### src/rtl/rv_fifo_buffer.sv
// DEPTH-entry circular ready/valid FIFO: one transfer per cycle, occupancy count, synchronous flush.
// Define RV_FIFO_BUFFER_BYPASS_EN to let an empty buffer forward data_in straight to data_out.
module rv_fifo_buffer #(
  parameter int DATA_WIDTH = 8,
  parameter int DEPTH      = 2
) (
  input  logic                                clk,
  input  logic                                reset,
  input  logic                                flush,
  input  logic                                valid_in,
  input  logic [DATA_WIDTH-1:0]               data_in,
  output logic                                ready_in,
  output logic                                valid_out,
  output logic [DATA_WIDTH-1:0]               data_out,
  input  logic                                ready_out,
  output logic [$clog2(DEPTH+1)-1:0]          count
);

  localparam int CNT_W = $clog2(DEPTH + 1);
  localparam int PTR_W = (DEPTH > 1) ? $clog2(DEPTH) : 1;

  logic [DATA_WIDTH-1:0] mem_q [DEPTH];
  logic [PTR_W-1:0]      wr_ptr_q, wr_ptr_d;
  logic [PTR_W-1:0]      rd_ptr_q, rd_ptr_d;
  logic [CNT_W-1:0]      cnt_q, cnt_d;
  logic                  empty, push, pop, bypass_xfer;

  function automatic logic [PTR_W-1:0] ptr_next(input logic [PTR_W-1:0] p);
    // Explicit wrap so non-power-of-two depths work.
    return (p == PTR_W'(DEPTH - 1)) ? '0 : p + PTR_W'(1);
  endfunction

  assign empty    = (cnt_q == '0);
  assign ready_in = (cnt_q != CNT_W'(DEPTH));
  assign count    = cnt_q;

`ifdef RV_FIFO_BUFFER_BYPASS_EN
  assign bypass_xfer = empty & valid_in & ready_out;
  always_comb begin
    valid_out = 1'b0;
    data_out  = '0;
    if (!empty) begin
      valid_out = 1'b1;
      data_out  = mem_q[rd_ptr_q];
    end else if (valid_in) begin
      valid_out = 1'b1;
      data_out  = data_in;
    end
  end
`else
  assign bypass_xfer = 1'b0;
  always_comb begin
    valid_out = !empty;
    data_out  = '0;
    if (!empty) data_out = mem_q[rd_ptr_q];
  end
`endif

  // A bypassed item never touches storage.
  assign push = valid_in & ready_in & ~bypass_xfer;
  assign pop  = ~empty & ready_out;

  always_comb begin
    wr_ptr_d = wr_ptr_q;
    rd_ptr_d = rd_ptr_q;
    cnt_d    = cnt_q;
    if (flush) begin
      wr_ptr_d = '0;
      rd_ptr_d = '0;
      cnt_d    = '0;
    end else begin
      if (push) wr_ptr_d = ptr_next(wr_ptr_q);
      if (pop)  rd_ptr_d = ptr_next(rd_ptr_q);
      case ({push, pop})
        2'b10:   cnt_d = cnt_q + CNT_W'(1);
        2'b01:   cnt_d = cnt_q - CNT_W'(1);
        default: cnt_d = cnt_q;
      endcase
    end
  end

  always_ff @(posedge clk or posedge reset) begin
    if (reset) begin
      wr_ptr_q <= '0;
      rd_ptr_q <= '0;
      cnt_q    <= '0;
    end else begin
      wr_ptr_q <= wr_ptr_d;
      rd_ptr_q <= rd_ptr_d;
      cnt_q    <= cnt_d;
    end
  end

  always_ff @(posedge clk or posedge reset) begin
    if (reset) begin
      for (int i = 0; i < DEPTH; i++) mem_q[i] <= '0;
    end else if (push && !flush) begin
      mem_q[wr_ptr_q] <= data_in;
    end
  end

endmodule

### config.mk
export PLATFORM = sky130hd
export DESIGN_NAME = rv_fifo_buffer
export DESIGN_NICKNAME = d
export VERILOG_FILES = /design/src/rtl/rv_fifo_buffer.sv
export SDC_FILE = /design/constraint.sdc
export NUM_CORES = 1
export LEC_CHECK = 0
export BUFFER_PORTS_ARGS = -buffer_cell sky130_fd_sc_hd__buf_2
export CAP_MARGIN = 10
export CORE_UTILIZATION = 54
export DETAILED_ROUTE_END_ITERATION = 8
export GPL_TIMING_DRIVEN = 0
export PLACE_DENSITY = 0.85
export SKIP_CTS_REPAIR_TIMING = 1
export SYNTH_ARGS = -nofsm -noshare
export SYNTH_HDL_FRONTEND = slang
export SYNTH_SLANG_ARGS = --single-unit
### constraint.sdc
create_clock -name clk -period 4.4 [get_ports clk]
set_input_delay 1.1 -clock clk [delete_from_list [all_inputs] [get_ports clk]]
set_output_delay 1.1 -clock clk [all_outputs]
set_load 0.02 [all_outputs]
**After elaboration in Yosys (flattened, before gate mapping)**

Index checks and enable logic that the tools add are counted.

- $add $sub $neg: 4
- Bitwise logic cells: 5
- Magnitude comparators: 3
- Equal/unequal tests: 3
- Reductions and logical operators: 8
- Mux-type cells: 15

Operators with widths:

| kind | count |
|---|---|
| 2-to-1 mux 8 bit | 5 |
| bitwise mux 16 bit | 1 |
| demux 8 bit (select 1 bit) | 1 |
| 2-to-1 mux 1 bit | 6 |
| >= comparator 2 bit, second input constant | 2 |
| NOT 1 -> 2 bit | 2 |
| one-hot mux 2 bit (2 select lines) | 1 |
| nonzero test 2 bit | 2 |
| nonzero test 3 bit | 1 |
| adder 1 bit, second input constant | 2 |
| adder 2 x 1 -> 2 bit, second input constant | 1 |
| bitwise AND 1 bit | 2 |
| == test 2 x 1 -> 1 bit, second input constant | 1 |
| == test 2 bit, second input constant | 1 |
| logical AND 1 bit | 2 |
| logical NOT 1 bit | 2 |
| logical NOT 2 bit | 1 |
| < comparator 2 x 1 -> 1 bit, second input constant | 1 |
| 2-to-1 mux 2 bit | 1 |
| != test 2 bit, second input constant | 1 |
| subtractor 2 x 1 -> 2 bit, second input constant | 1 |
| NOT 1 bit | 1 |

- Output and inout port bits: 12
- Logic and storage cells: 43
- Register bits: 20
- Bits of input ports: 13

**Logic depth before layout (Yosys ltp)**

Gate-level depths: netlist of run 1.

- Depth after elaboration: 6
- Gate-level depth with buffers: 4

**Worst setup path after synthesis of run 1**

Ideal clock, no wire load.

- Path type: register -> output
- From: register cnt_q[1], in the netlist count[1]
- To: output data_out[0]
- Cell stages (with the launch flop): 3
- Path slack: 2.247 ns
- Arrival: 1.053 ns
- Path through: dfrtp_1 nor2_1 nor2_1

- Cells in the longest elaborated chain, start to end: 2

RTL lines:

| what | line | text |
|---|---|---|
| from (decl) | 25 | `logic [CNT_W-1:0] cnt_q, cnt_d;` |
| from (signal assigned) | 90 | `cnt_q <= cnt_d;` |
| logical NOT 2 bit | 33 | `assign empty = (cnt_q == '0);` |
| 2-to-1 mux 8 bit | 55 | `if (!empty) data_out = mem_q[rd_ptr_q];` |
| to (decl) | 14 | `output logic [DATA_WIDTH-1:0] data_out,` |

Every way passes these cells.

**Worst setup path in the final report of run 1**

- From: register cnt_q[1], in the netlist count[1]
- To: output data_out[7]

The elaborated chain is that of the path after synthesis.

==> out/results.txt, run 1 <==
# nets final = 118
WHS = 517 ps
CTS sink count = 20
DIE WIDTH = 44.3 um
Die area = 1960 um2
Tcrit/Tclk final = 0.611
Port bufs = 24
Max Cap Viol = 0
Startpoint Class = flip-flop
Syn Area/Cell = 12.7 um2
Layout cells sized above 1 = 0.485
Synth-to-layout area growth = 17.9%
Slowest-stage cell, CP = nor2_1
Setup WS post-layout = 1710 ps
CTS Buf Count = 3
Reg clk slew, reported paths = 110 ps
First-pass GRT wire length = 2830 um
Design Area, Final = 1140 um2
Clock buffer depth = 2
RePlAce Congestion = 0.733
YS warnings = 0
Syn Inst Count = 76
H-tree depth = 1
Req. time, crit path = 3300 ps
Wire length per cell = 14.1 um
Initial Util = 0.606
CTS tree = done
Largest net degree at the start of global routing = 21
RSZ-0062 raised after global routing = false
Io pins = 25
Syn nets = 89
FILL cells = 132
Post-layout min period = 2690 ps
LEAKAGE = 0.529 nW
Total Wirelength = 1800 um
Mapped cell area = 966 um2
Layout Skew = 2.96 ps
Final HPWL DP = 1320 um
Synth unique cells = 19
DR iter-0 viols = 5
Pwr dens = 391 nW/um2
Status = finished, final reports clean
Slew Limit Headroom = 0.497
Fin Setup TNS = 0 ps
Initial antenna violation count = 0
Via count = 654
Row count = 14
Vias in the first global route = 646
Worst-Margin Slew = 753 ps
Clock Latency Late Sink = 290 ps
ANT nets after route = 0
Path type of the worst setup path = reg -> out
Post-synthesis register bit count = 20
Setup violators final = 0
Crit path DAT = 1590 ps
Max-slew violations = 0
Register area = 500 um2
GRT Overall Usage = 0.208
Hold Crit Class = reg -> reg
Diode count = 0
Residual DRC = 0
Footprint of the multi-input gates = 445 um2
GR Overflow Total = 0
Worst setup EP type = primary output
Root buffer cell = clkbuf_4
Most used cell, CP = nor2_1
Core area = 1590 um2
Pre-CTS setup slack = 1960 ps
Placed cell areas = 1120 um2
Critical Path Max Stage Delay = 530 ps
Final Hold Viols = 0
Vias per std cell = 5.15
Seq/Total Area, Yosys = 0.518
DRT Pass-1 Iters = 3
Fmax = 0.372 GHz
Worst path cell trace = nor2_1 -> nor2_1 -> buf_2
Max VDD drop = 0.000272 V
CP Max Fanout = 9
Die H = 44.3 um
[cells by family after synthesis]
family,synth area share
compound gates,0.0466
xor+xnor,0.00907
buf+inv,0.0207
flops,0.518
mux,0.280
simple gates,0.126
[flip-flops by register name, summed over array words and instances, names as in the netlist]
name	count
mem_q	16
count	2
rd_ptr_q	1
wr_ptr_q	1
[final cells by class]
class / instances / area share
buffer: 1 / 0.00440
clock buffer: 3 / 0.0198
inverter: 4 / 0.0132
multi-input combinational: 51 / 0.391
sequential: 20 / 0.440
tap: 24 / 0.0264
timing repair buffer: 24 / 0.105
[where the power goes]
part           switching [mW]  leakage [nW]  internal [mW]
sequential             0.0216         0.244          0.223
clock                  0.0537        0.0138         0.0318
combinational          0.0567         0.272         0.0587
[placed cells by master (no fill, tap or decap)]
cell type and count:
nand3b_1 1, a21o_1 1, o21ai_0 2, a21oi_1 4, xor2_1 1, nor2_1 10, nand4b_4 1, inv_2 1
nor3b_1 1, o211ai_1 1, inv_1 3, nor4_4 1, buf_2 25, clkbuf_4 3, mux2i_1 9, or2_2 1
mux2_2 16, and2b_4 1, dfrtp_1 20, or3_2 1
[routing by layer]
metal	wire length [um]	track usage	up-vias
met5	0	0	-
met2	962	0.371	14
met3	52	0.0367	2
li1	-	-	321
met1	770	0.254	317
met4	10	0.0727	0
[synthesized netlist by cell type (all sizes together)]
cell | number | area share
or3 | 1 | 0.0078
o211ai | 1 | 0.0078
nand3b | 1 | 0.0078
nor3b | 1 | 0.0078
buf | 1 | 0.0052
xor2 | 1 | 0.0091
inv | 4 | 0.016
a21oi | 4 | 0.021
a21o | 1 | 0.0078
nand4b | 1 | 0.025
or2 | 1 | 0.0065
o21ai | 2 | 0.010
mux2i | 9 | 0.093
dfrtp | 20 | 0.52
nor4 | 1 | 0.022
nor2 | 10 | 0.039
mux2 | 16 | 0.19
and2b | 1 | 0.010
[path summary, 6_finish.rpt]
path	startpoint	endpoint	slack, ps	cells past startpoint
min reg2reg	mem_q[7]	mem_q[7]	520	1
max reg2reg	count[0]	mem_q[13]	2700	3
min in group asynchronous	reset	mem_q[10]	920	2
min	mem_q[7]	mem_q[7]	520	1
max	count[1]	data_out[7]	1710	3
max in group asynchronous	reset	mem_q[11]	3010	2
[per-stage QoR]
stage | total power, mW | instances | utilization
3_3_place_gp | 0.356 | 124 | 0.700
4_1_cts | 0.449 | 127 | 0.714
2_1_floorplan | 0.328 | 76 | -
3_5_place_dp | 0.366 | 124 | 0.700
6_report | 0.445 | 127 | 0.714
5_1_grt | 0.468 | 127 | 0.714
[worst max-delay path: cells and delay by family (launching register included)]
kind	cells	cell delay (ps)
simple gates	2	640
flops	1	470
buf+inv	1	180
Power figures use the tool's default switching activity.
==> run 2: changes to the inputs <==
CORE_UTILIZATION = 45   (was 54)
PLACE_DENSITY = 0.76   (was 0.85)
clock period = 2.4 ns   (was 4.4 ns; I/O delays follow)
==> run 2 against run 1 <==
Critical path type unchanged. Largest cell class unchanged. Total power up 110%. Register-to-register slack worse by 2000 ps. Core utilization down 12 points. Via count up 0.31%. Largest power group unchanged. Sequential power up 83%. Non-clock buffer count unchanged.
==> out/results.txt, run 2 (same netlist as run 1, synthesis figures left out) <==
Io pins = 25
RSZ-0062 raised after global routing = false
Sw Share = 0.259
Fmax = 0.443 GHz
Die H = 48.3 um
Max-slew violations = 0
Combinational share of power = 0.229
Max VDD drop = 0.000445 V
Pint = 684 uW
Core area = 1980 um2
DR iter-0 viols = 3
Row count = 16
Tot Pwr = 923 uW
Hold Crit Class = in -> async
ANT nets after route = 0
Clock Latency Late Sink = 290 ps
FILL cells = 174
Commonest non-fill, non-tap cell in the layout = buf_2
H-tree depth = 1
Final Hold Viols = 0
Residual DRC = 0
LEAKAGE = 0.543 nW
Synth-to-layout area growth = 21.4%
Worst setup EP type = primary output
Initial antenna violation count = 0
Crit path DAT = 1660 ps
Reg clk slew, reported paths = 110 ps
Pwr dens = 788 nW/um2
Port bufs = 24
Diode count = 0
Sequential Power Share = 0.483
Final HPWL DP = 1270 um
CTS sink count = 20
Req. time, crit path = 1800 ps
Max Cap Viol = 0
Tcrit/Tclk final = 0.941
Largest net degree at the start of global routing = 21
Setup violators final = 0
First-pass GRT wire length = 2830 um
Path type of the worst setup path = reg -> out
Layout Skew = 1.65 ps
Worst path cell trace = nor2_1 -> nor2_1 -> buf_2
DIE WIDTH = 48.3 um
Via count = 656
Clk network pwr share = 0.288
# nets final = 118
CP Max Fanout = 9
Critical Path Max Stage Delay = 590 ps
RePlAce Congestion = 0.720
Startpoint Class = flip-flop
Clock buffer depth = 2
Initial Util = 0.487
Largest Register = mem_q
Layout cells sized above 1 = 0.490
Wire length per cell = 13.1 um
GRT Overall Usage = 0.157
DRT Pass-1 Iters = 2
CTS Buf Count = 3
Slowest-stage cell, CP = nor2_1
Vias per std cell = 5.01
Post-layout min period = 2260 ps
Worst-Margin Slew = 728 ps
Commonest cells after routing, fill and taps aside = buf_2 (25), dfrtp_1 (20), mux2_2 (16)
Fin Setup TNS = 0 ps
Die area = 2340 um2
GR Overflow Total = 0
NetSw = 239 uW
Register area = 500 um2
Final core occ = 0.592
CTS tree = done
Vias in the first global route = 656
Status = finished, final reports clean
Root buffer cell = clkbuf_4
Max FFs per register = 16
Slew Limit Headroom = 0.514
Total Wirelength = 1720 um
Most used cell, CP = nor2_1
Footprint of the multi-input gates = 445 um2
-- run 2: final timing paths --
path | start | endpoint | slack (ps) | depth (start not counted)
worst max-delay path | count[1] | data_out[7] | 140 | 3
worst min-delay path | reset | mem_q[2] | 410 | 2
worst max register to register | count[0] | mem_q[15] | 720 | 3
worst min register to register | mem_q[5] | mem_q[5] | 520 | 1
max in group asynchronous | reset | mem_q[14] | 1530 | 2
min in group clk | mem_q[5] | mem_q[5] | 520 | 1
-- run 2: cell type report --
class                      instances  area share
sequential                        20       0.427
multi-input combinational         51       0.380
timing repair buffer              24       0.102
tap                               27      0.0288
clock inverter                     1      0.0256
clock buffer                       3      0.0192
inverter                           4      0.0128
buffer                             1     0.00427
-- run 2: power by group through the flow --
stage / registers, mW / clock network [mW] / logic (mW)
after floorplan: 0.445 / 0 / 0.156
after global placement: 0.447 / 0 / 0.206
after detailed placement: 0.454 / 0 / 0.215
after CTS: 0.447 / 0.272 / 0.216
after global routing: 0.454 / 0.281 / 0.231
final: 0.446 / 0.266 / 0.212
-- run 2: routing by layer --
layer,global-route usage,up-vias,share of wire
met4,0.0441,0,0.0035
met3,0.0220,2,0.036
met5,0,-,0
met2,0.291,14,0.52
li1,-,327,-
met1,0.188,313,0.44
-- run 2: through the flow --
step / instances / setup slack, ps / hold slack [ps] / cell area [um2]
CTS: 131 / 131 / 428 / 1170
detailed placement: 127 / 446 / 494 / 1120
finish: 131 / 141 / 410 / 1170
floorplan: 76 / 747 / 479 / 966
global route: 131 / 43.1 / 483 / 1170
global placement: 127 / 474 / 486 / 1120
-- run 2: critical path, delay by kind of cell, from the launching register on --
family	cells	cell delay [ps]
AND/OR/NAND/NOR	2	720
flip-flops	1	450
buffers and inverters	1	190
